===== config.mk =====
export PLATFORM = sky130hd
export DESIGN_NAME = jtframe_dump_ctrl
export DESIGN_NICKNAME = d
export VERILOG_FILES = /design/src/rtl/jtframe_dump_ctrl.sv
export SDC_FILE = /design/constraint.sdc
export NUM_CORES = 1
export LEC_CHECK = 0
export ABC_AREA = 1
export BUFFER_PORTS_ARGS = -buffer_cell sky130_fd_sc_hd__buf_2
export CELL_PAD_IN_SITES_DETAIL_PLACEMENT = 0
export CELL_PAD_IN_SITES_GLOBAL_PLACEMENT = 1
export CORE_ASPECT_RATIO = 1.2
export CORE_UTILIZATION = 43
export CTS_BUF_LIST = sky130_fd_sc_hd__clkbuf_2 sky130_fd_sc_hd__clkbuf_4 sky130_fd_sc_hd__clkbuf_8
export DETAILED_ROUTE_END_ITERATION = 6
export GPL_TIMING_DRIVEN = 0
export PLACE_DENSITY = 0.85
export SYNTH_ARGS = -nofsm -noshare
export SYNTH_HDL_FRONTEND = slang
export SYNTH_SLANG_ARGS = --single-unit
export TNS_END_PERCENT = 100

===== constraint.sdc =====
create_clock -name clk -period 2.44 [get_ports clk]
set_clock_uncertainty 0.1 [all_clocks]
set_input_delay 0.488 -clock clk [delete_from_list [all_inputs] [get_ports clk]]
set_output_delay 0.488 -clock clk [all_outputs]
set_load 0.02 [all_outputs]

===== src/rtl/jtframe_dump_ctrl.sv =====
// Frame-dump capture controller: counts frames on the vs falling edge and opens a
// capture window at a start frame (or on a manual trigger) for a fixed number of frames.
module jtframe_dump_ctrl #(
    parameter logic [31:0] START_FRAME = 32'd0,
    parameter logic [31:0] LEN_FRAMES  = 32'd1,
    parameter int          USE_DL      = 1
) (
    input  logic        clk,
    input  logic        rst,
    input  logic        vs,
    input  logic        downloading,
    input  logic        trig,
    input  logic        abort,
    input  logic        rearm,
    output logic [31:0] frame_cnt,
    output logic        capture_en,
    output logic        capture_start,
    output logic        capture_done,
    output logic [2:0]  state
);

    typedef enum logic [2:0] {
        WAIT_DL = 3'd0,
        ARMED   = 3'd1,
        CAPTURE = 3'd2,
        DONE    = 3'd3
    } state_t;

    localparam logic   DL_EN     = (USE_DL != 0);
    localparam state_t RST_STATE = DL_EN ? WAIT_DL : ARMED;

    state_t      st, st_next;
    logic        vs_l, dl_l;
    logic [31:0] len_cnt;
    logic        vsf, dlf, dlr, len_end;

    assign vsf     = vs_l & ~vs;
    assign dlf     = DL_EN & dl_l & ~downloading;
    assign dlr     = DL_EN & ~dl_l & downloading;
    assign len_end = vsf && (LEN_FRAMES != 32'd0) && (len_cnt + 32'd1 == LEN_FRAMES);
    assign state   = st;

    // Priority: dlr > abort > length end > trig > frame match.
    always_comb begin
        st_next = st;
        case (st)
            WAIT_DL: if (!DL_EN || dlf) st_next = ARMED;
            ARMED:   if (trig || (vsf && frame_cnt == START_FRAME)) st_next = CAPTURE;
            CAPTURE: if (abort || len_end) st_next = DONE;
            DONE:    if (rearm) st_next = ARMED;
            default: st_next = WAIT_DL;
        endcase
        if (dlr) st_next = WAIT_DL;
    end

    always_ff @(posedge clk) begin
        if (rst) begin
            st            <= RST_STATE;
            vs_l          <= 1'b0;
            dl_l          <= 1'b0;
            frame_cnt     <= 32'd0;
            len_cnt       <= 32'd0;
            capture_en    <= 1'b0;
            capture_start <= 1'b0;
            capture_done  <= 1'b0;
        end else begin
            st   <= st_next;
            vs_l <= vs;
            dl_l <= downloading;
            // A download ending restarts the frame numbering, even on a frame edge.
            if (dlf)
                frame_cnt <= 32'd0;
            else if (vsf)
                frame_cnt <= frame_cnt + 32'd1;
            else
                frame_cnt <= frame_cnt;
            if (st != CAPTURE)
                len_cnt <= 32'd0;
            else if (vsf)
                len_cnt <= len_cnt + 32'd1;
            capture_en    <= (st_next == CAPTURE);
            capture_start <= (st_next == CAPTURE) && (st != CAPTURE);
            capture_done  <= (st == CAPTURE) && (st_next != CAPTURE);
        end
    end

endmodule


==> results of run 1 <==
[cell families (layout without fill, tap and decap cells)]
| kind of cell | Yosys count | after routing | synth area share (%) |
|---|---|---|---|
| flops | 72 | 72 | 34.3 |
| compound gates | 111 | 111 | 14.1 |
| buf+inv | 125 | 187 | 11.2 |
| xor+xnor | 12 | 12 | 2.50 |
| fa+ha+maj | 4 | 4 | 1.19 |
| simple gates | 336 | 336 | 36.6 |
| other cells | 1 | 1 | 0.0893 |
[metal layers]
layer / wire, µm / global-route usage [%] / vias up
met4: 309 / 9.49 / 0
met3: 389 / 4.53 / 23
met1: 4850 / 25.9 / 1946
met2: 5470 / 42.0 / 76
met5: 0 / 0 / -
li1: - / - / 2201
[power by group through the flow]
stage / Clock, mW / Combinational (mW) / Sequential, mW
global route: 1.08 / 0.0855 / 1.18
detailed placement: 0 / 0.0763 / 1.21
finish: 1.00 / 0.0754 / 1.18
floorplan: 0 / 0.0436 / 1.21
global placement: 0 / 0.0755 / 1.21
CTS: 1.03 / 0.0765 / 1.18
[sequential cells by signal (all words and copies together) (netlist names)]
name,count
capture_done,1
capture_en,1
capture_start,1
dl_l,1
frame_cnt,32
len_cnt,32
state,3
vs_l,1
[how the worst min path moves through the flow]
stage | slack [ns] | depth (start not counted) | to | from
final | 0.25 | 3 | dl_l | downloading
after global routing | 0.23 | 3 | dl_l | downloading
after CTS | 0.24 | 3 | dl_l | downloading
after detailed placement | 0.38 | 1 | frame_cnt[10] | frame_cnt[10]
after global placement | 0.36 | 1 | frame_cnt[10] | frame_cnt[10]
after floorplan | 0.37 | 2 | len_cnt[0] | len_cnt[0]
[repair_timing]
action	CTS	global route
hold endpoints to repair	0	0
gates resized for setup	0	6
hold buffers	0	0
buffers inserted	0	2
endpoints found under the setup margin	0	4
[layout make-up]
cell class / count / share of cell area, %
repair buffers: 46 / 4.88
multi-input cells: 464 / 47.9
inverters: 113 / 8.81
flip-flops and latches: 72 / 30.0
clock inverters: 6 / 1.43
well taps: 123 / 3.20
plain buffers: 12 / 0.935
clock buffers: 10 / 2.86
[worst register-to-register path, delay by kind of cell, from the launching register on]
family | cells | cell delay (ns)
flip-flops | 1 | 0.39
adder cells (fa/ha/maj) | 1 | 0.16
AND/OR/NAND/NOR | 16 | 1.53
[metrics by stage]
stage / power, mW / setup WS, ns
after floorplan: 1.26 / 0.464
after CTS: 2.29 / 0.0412
after global placement: 1.29 / 0.0639
final: 2.26 / 0.211
after global routing: 2.35 / 0.00441
after detailed placement: 1.29 / 0.0344
[placed cells by master, fill, tap and decap left out, types with 2 or more instances in the layout]
cell / count
nand3_1: 29
xor2_1: 11
clkbuf_1: 10
nand2_4: 2
nor2_2: 12
clkinv_4: 3
o21ai_0: 47
clkbuf_8: 10
nand3b_1: 2
nand4_1: 8
nand2_1: 162
buf_1: 2
nor4_1: 9
nor2_1: 74
nand2_2: 9
o21bai_1: 2
dfxtp_1: 70
dfxtp_2: 2
buf_4: 2
ha_1: 3
nand3_2: 4
nor2_4: 10
o21a_1: 3
inv_2: 4
o211ai_1: 7
a21oi_1: 47
and2_1: 2
nor3_1: 11
buf_2: 44
o21ai_1: 2
inv_1: 108
==> flow_summary.ini, run 1 <==
[pwr]
switching_share_pct = 24.7
power_switching_uw = 558
ir_drop_mv = 0.395
p_clk_share_pct = 44.4
cellPowerDensity_mw_per_mm2 = 470
p_int_mw = 1.70
pwr-share-seq_pct = 52.3
leakage_nw = 2.11
pwr-share-comb_pct = 3.3

[placement]
dpl.cell_count = 828
io_buffers = 44
dpl-instance-area_mm2 = 0.00457
gp_congestion = 0.858
dp_hpwl_um = 8460

[cts]
clkSinkCount = 72
cts.htree.levels = 3
clkTransAtPathRegs_ns = 0.09
clockBufferDepth = 2
clk_latency_ns = 0.36
cts_tree = built
clockRootBuffer = clkbuf_8
numCtsBuffers = 9

[final_layout]
nets = 729
drive_gt1_share_pct = 14.9
fin_util_pct = 50.6
n_antenna_cell = 0
multi_input_area_mm2 = 0.00231
design_area_mm2 = 0.00482
finalNonFillerCells = 846
area.sequential_mm2 = 0.00144
num-fill-cells = 1024
syn2layout_area_growth_pct = 14.7

[detailed_routing]
drc = 0
dr.pass1.iters = 5
ant_nets = 0
first_iter_violations = 161
wl_um = 11000
vias = 4246
routedWlPerCell_um = 13.0
avgViaCountPerCell = 5.02

[yosys]
synth_warnings = 0
synth_common_cells = nand2_1, inv_1, nor2_1, dfxtp_1
synthArstFlopShare_pct = 0
synth_largest_area_cell = dfxtp_1
synth_cell_type_count = 34
ys_ff_latch = 72
syn_avg_cell_area_um2 = 6.35
syn-instance-count = 661
synth_edf_count = 0
synth.top_cells.by_area = dfxtp_1, nand2_1, inv_1
synth_flop_cell = dfxtp_1
synth.most_common_cell = nand2_1
ys_seq_area_share_pct = 34.3
synth_top_area_share_pct = 34.3
syn_area_mm2 = 0.00420
synth_nets = 672

[timing]
max_clock_freq_ghz = 0.449
maxSlewHeadroom_pct = 60.8
finalHoldViolations = 0
hold_slack_ns = 0.252
min_period_over_period_pct = 91.3
final.setup.tns_ns = 0
tightest_slew_ns = 0.588
finalCriticalPeriod_ns = 2.23
setup_violations = 0
rsz0062_at_grt = no
drv_slew = 0

[grt]
antenna_found_initial = 0
gr-total-overflow = 0
grt_pass1_wl_um = 18200
grt_max_degree = 14
track_usage_pct = 22.9
grt_pass1_vias = 3962

[die]
fp.dieW_um = 92.2
initial_utilization_pct = 44.1
coreArea_mm2 = 0.00952
io_pins = 45
die_area_mm2 = 0.0102
die-height_um = 110
rows = 39

[status]
status = finished clean

[critical_path]
crit_path_start = len_cnt[0]
cp-start-kind = register
reg2reg_to = state[0]
critPathTopFamily = simple AND/OR/NAND/NOR gates
crit_path_end_kind = register
cp_num_buf_inv = 0
crit_cells = 17
worstPathMaxFanout = 6
cpPeakStageDelay_ns = 0.39
crit_end = state[0]
rr_startpoint = len_cnt[0]
cp.required_ns = 2.65
r2r_cells = 17
cp_slowest_cell = dfxtp_2
crit_top_cell = nand2_1
cp.arrival_ns = 2.44
cp_cell_sequence = ha_4 > nand2_2 > nor2_4 > nand2_4 > nor2_4 > nand2_1 > nand2_1 > nand2_1 > nor2_2 > nand2_1 > nor2_1 > nand3_1 > nand2_1 > nand2_2 > nand2_1 > nand2_1 > nor2_2
crit_type = reg -> reg
reg2reg_slack_ns = 0.21

[worst_hold_path]
hold_path.class = in -> reg

[flow_run]
drv_cap = 0
Power figures use the tool's default switching activity.
==> run 2, diff against run 1 <==
- CTS_CLUSTER_DIAMETER: not set -> 40
- PLACE_DENSITY: 0.85 -> not set
- PLACE_DENSITY_LB_ADDON: not set -> 0.1
==> flow_summary.ini, run 2 (synthesis gave the netlist of run 1 again) <==
[cts]
clockBufferDepth = 2
clk_latency_ns = 0.36
cts_tree = built
ctsHoldBuffers = 0
cts.htree.levels = 3
clockRootBuffer = clkbuf_8
clkTransAtPathRegs_ns = 0.08
clkSinkCount = 72
numCtsBuffers = 9

[pwr]
leakage_nw = 2.09
pwr-share-comb_pct = 3.6
cellPowerDensity_mw_per_mm2 = 445
power_switching_uw = 544
switching_share_pct = 25.6
pwr-share-seq_pct = 55.6
ir_drop_mv = 0.356
p_clk_share_pct = 40.9
p_int_mw = 1.58

[final_layout]
syn2layout_area_growth_pct = 13.9
layout_commonest_cell = nand2_1
nets = 728
drive_gt1_share_pct = 15.4
num-fill-cells = 1048
final_cell_mix = nand2_1, inv_1, nor2_1, dfxtp_1, a21oi_1
n_antenna_cell = 0
design_area_mm2 = 0.00478

[placement]
gp_congestion = 0.840
dpl-instance-area_mm2 = 0.00457
dp_hpwl_um = 8500
pre_cts_slack_ns = 0.0176
io_buffers = 44

[critical_path]
cp-start-kind = register
reg2reg_slack_ns = 0.19
crit_path_end_kind = register
worstPathMaxFanout = 6
crit_end = state[0]
r2r_cells = 18
reg2reg_to = state[0]
cp.arrival_ns = 2.45
rr_startpoint = len_cnt[1]
cp.required_ns = 2.64
crit_type = reg -> reg
crit_path_start = len_cnt[1]

[detailed_routing]
avgViaCountPerCell = 4.91
drc = 0
vias = 4151
first_iter_violations = 160
ant_nets = 0
wl_um = 11000
dr.pass1.iters = 5
routedWlPerCell_um = 13.1

[flow_run]
drv_cap = 0

[die]
die_area_mm2 = 0.0102
initial_utilization_pct = 44.1
rows = 39
die-height_um = 110
coreArea_mm2 = 0.00952
io_pins = 45
fp.dieW_um = 92.2

[timing]
finalHoldViolations = 0
fin_ws_ns = 0.189
tightest_slew_ns = 0.609
max_clock_freq_ghz = 0.444
drv_slew = 0
maxSlewHeadroom_pct = 59.4
setup_violations = 0
finalCriticalPeriod_ns = 2.25
final.setup.tns_ns = 0
min_period_over_period_pct = 92.2
hold_slack_ns = 0.256
rsz0062_at_grt = no

[grt]
antenna_found_initial = 0
track_usage_pct = 23.1
grt_pass1_wl_um = 18100
grt_pass1_vias = 3894
gr-total-overflow = 0
grt_max_degree = 14

[worst_hold_path]
hold_path.class = in -> reg

[status]
status = finished clean
-- run 2: cell types whose count changed in the layout (fill, tap and decap cells not counted), sizes merged --
cell      before  now
clkinv         5    3
clkinvlp       1    3
buf           48   47
bufinv         1    0
inv          112  113
-- run 2: worst min-delay path by stage --
stage | end | start | cells after the start | slack (ns)
floorplan | len_cnt[0] | len_cnt[0] | 2 | 0.37
global placement | frame_cnt[10] | frame_cnt[10] | 1 | 0.36
detailed placement | frame_cnt[10] | frame_cnt[10] | 1 | 0.37
CTS | dl_l | downloading | 3 | 0.24
global route | dl_l | downloading | 3 | 0.26
finish | dl_l | downloading | 3 | 0.26
-- run 2: stage by stage --
| step | cells | power (mW) | utilization (%) |
|---|---|---|---|
| 5_1_grt | 845 | 2.22 | 50.3 |
| 4_1_cts | 844 | 2.16 | 49.9 |
| 2_1_floorplan | 661 | 1.26 | - |
| 3_3_place_gp | 828 | 1.29 | 48.0 |
| 3_5_place_dp | 828 | 1.29 | 48.0 |
| 6_report | 845 | 2.13 | 50.3 |
-- run 2: critical path: stages (launching register included) --
cell     delay [ns]
dfxtp_2        0.37
ha_2           0.22
nand2_2        0.07
nor2_4         0.20
nand2_4        0.12
nor2_4         0.17
buf_4          0.14
nand2_1        0.04
nand2_1        0.06
nand2_1        0.06
nor2_1         0.09
nand2_1        0.06
nor2_1         0.10
nand3_1        0.10
nand2_1        0.08
nand2_2        0.06
nand2_1        0.06
nand2_1        0.06
nor2_2         0.07
-- run 2: power by group through the flow --
stage | clock [mW] | combinational, mW | sequential (mW)
after floorplan | 0 | 0.0436 | 1.21
final | 0.869 | 0.0757 | 1.18
after global routing | 0.951 | 0.0870 | 1.18
after CTS | 0.904 | 0.0771 | 1.18
after detailed placement | 0 | 0.0770 | 1.21
after global placement | 0 | 0.0762 | 1.21
-- run 2: final cells by class --
| cell class | instances | area (µm²) | area share, % |
|---|---|---|---|
| repair buffers | 45 | 228 | 4.76 |
| well taps | 123 | 154 | 3.22 |
| clock inverters | 6 | 45.0 | 0.942 |
| plain buffers | 12 | 45.0 | 0.942 |
| multi-input cells | 464 | 2310 | 48.3 |
| flip-flops and latches | 72 | 1440 | 30.2 |
| clock buffers | 10 | 131 | 2.75 |
| inverters | 113 | 424 | 8.87 |
-- run 2: repair_timing --
item	4_1_cts	5_1_grt
resized for setup	0	11
setup buffers	0	1
setup endpoints to repair	0	4
-- run 2: layer usage --
metal	part of all wire, %	routed length (µm)	GRT usage [%]
met5	0	0	0
met4	2.2	248	8.26
met3	4.0	436	5.56
met2	51	5580	42.5
met1	43	4760	25.9
==> run 3, diff against run 2 <==
- CORE_UTILIZATION: 43 -> 39
- MAX_ROUTING_LAYER: not set -> met4
- clock period: 2.44 -> 2 ns (I/O delays scaled with it)
==> flow_summary.ini, run 3 (synthesis gave the netlist of run 1 again) <==
[status]
status = finished, violations left
violations = negative setup slack

[timing]
setup_violations = 4
tightest_slew_ns = 0.648
drv_slew = 0
finalCriticalPeriod_ns = 2.12
maxSlewHeadroom_pct = 56.8
hold_slack_ns = 0.185
rsz0062_at_grt = yes
max_clock_freq_ghz = 0.471
finalHoldViolations = 0
min_period_over_period_pct = 106
fin_ws_ns = -0.123

[die]
coreArea_mm2 = 0.0105
initial_utilization_pct = 39.9
fp.dieW_um = 96.7
die-height_um = 116
die_area_mm2 = 0.0112
rows = 41
io_pins = 45

[detailed_routing]
first_iter_violations = 153
avgViaCountPerCell = 4.89
dr.pass1.iters = 4
vias = 4270
drc = 0
wl_um = 11700
ant_nets = 0
routedWlPerCell_um = 13.4

[pwr]
ir_drop_mv = 0.265
leakage_nw = 2.31
cellPowerDensity_mw_per_mm2 = 509

[cts]
numCtsBuffers = 9
cts.htree.levels = 3
cts_tree = built
clockBufferDepth = 2
clk_latency_ns = 0.35
clkSinkCount = 72
clkTransAtPathRegs_ns = 0.08
clockRootBuffer = clkbuf_8

[critical_path]
r2r_cells = 16
worstPathMaxFanout = 5
crit_path_end_kind = register
crit_end = state[0]
reg2reg_to = state[0]
reg2reg_slack_ns = -0.12
cp.arrival_ns = 2.32
crit_path_start = len_cnt[0]
cp.required_ns = 2.19
rr_startpoint = len_cnt[0]
crit_type = reg -> reg
cp-start-kind = register

[final_layout]
syn2layout_area_growth_pct = 23.4
fin_util_pct = 49.3
layout_commonest_cell = nand2_1
nets = 751
n_antenna_cell = 0
drive_gt1_share_pct = 23.4
final_cell_mix = nand2_1, inv_1, nor2_1, dfxtp_1, a21oi_1
design_area_mm2 = 0.00518
num-fill-cells = 1144

[grt]
met1_usage_pct = 24.6
grt.met3_usage_pct = 3.14
antenna_found_initial = 0
grt_pass1_vias = 4150
gr-total-overflow = 0
grt_busiest_layer = met2
grt_max_degree = 12
grt_pass1_wl_um = 19300
grtUsageMet2_pct = 40.7
track_usage_pct = 22.3

[placement]
gp_congestion = 0.840
dp_hpwl_um = 8690
io_buffers = 44
dpl-instance-area_mm2 = 0.00458

[worst_hold_path]
hold_path.class = in -> reg

[flow_run]
drv_cap = 0
run 3: cell types whose count changed in the layout (fill, tap and decap cells not counted), moves of 4 or more:
cell / before / now
dfxtp_2: 2 / 11
nor2_4: 11 / 19
nand3_1: 29 / 23
dfxtp_4: 0 / 4
clkbuf_2: 0 / 4
dfxtp_1: 70 / 57
nor2_1: 70 / 63
nand2_1: 162 / 157
buf_4: 1 / 23
run 3: where the power goes:
part           total [mW]  internal, mW  switching, mW  leakage (nW)
Clock                1.10         0.522          0.579        0.0917
Sequential           1.44          1.43        0.00466         0.589
Combinational      0.0969        0.0287         0.0682          1.62
Total                2.64          1.98          0.652          2.31
run 3: per-stage QoR:
| stage | worst slack, ns | power (mW) | TNS, ns | cells |
|---|---|---|---|---|
| 2_1_floorplan | 0.0235 | 1.53 | 0 | 661 |
| 3_3_place_gp | -0.442 | 1.57 | -6.02 | 834 |
| 3_5_place_dp | -0.442 | 1.57 | -6.21 | 834 |
| 4_1_cts | -0.130 | 2.66 | -0.494 | 865 |
| 5_1_grt | -0.331 | 2.73 | -1.39 | 873 |
| 6_report | -0.123 | 2.64 | -0.390 | 873 |
run 3: per-layer routing:
metal  vias to the layer above  wire length (µm)
met2                        66              6030
met5                         -                 0
met3                        16               326
met1                      1944              5090
met4                         0               255
li1                       2244                 -
run 3: how the worst min path moves through the flow:
| stage | startpoint | end | slack [ns] | depth (start not counted) |
|---|---|---|---|---|
| after floorplan | rst | state[0] | 0.37 | 1 |
| after global placement | frame_cnt[10] | frame_cnt[10] | 0.36 | 1 |
| after detailed placement | frame_cnt[10] | frame_cnt[10] | 0.37 | 1 |
| after CTS | downloading | dl_l | 0.17 | 3 |
| after global routing | rst | state[0] | 0.19 | 2 |
| final | downloading | dl_l | 0.18 | 3 |
run 3: what timing repair did:
item	in CTS	in global routing
gates resized for setup	41	37
hold buffers	0	0
setup endpoints to repair	15	20
setup buffers	16	8
pin swaps	21	18
run 3: final cells by class:
type                    count  area [µm²]  area share, %
clock inverters             3        17.5          0.338
clock buffers              12         159           3.07
repair buffers             68         404           7.80
multi-input cells         464        2490           48.1
flip-flops and latches     72        1470           28.4
well taps                 129         161           3.12
plain buffers              12        50.0          0.966
inverters                 113         424           8.19
run 3: worst max-delay path, cell delays in order, from the launching register on:
cell     delay, ns
dfxtp_4       0.38
inv_1         0.10
nor2_4        0.21
nand2_4       0.10
nor2_4        0.20
nand2_1       0.07
nand2_1       0.06
nand2_1       0.07
nor2_2        0.16
nand2_1       0.10
nor2_2        0.11
nand3_1       0.07
nand2_1       0.08
nand2_2       0.07
nand2_1       0.06
nand2_1       0.06
nor2_2        0.07
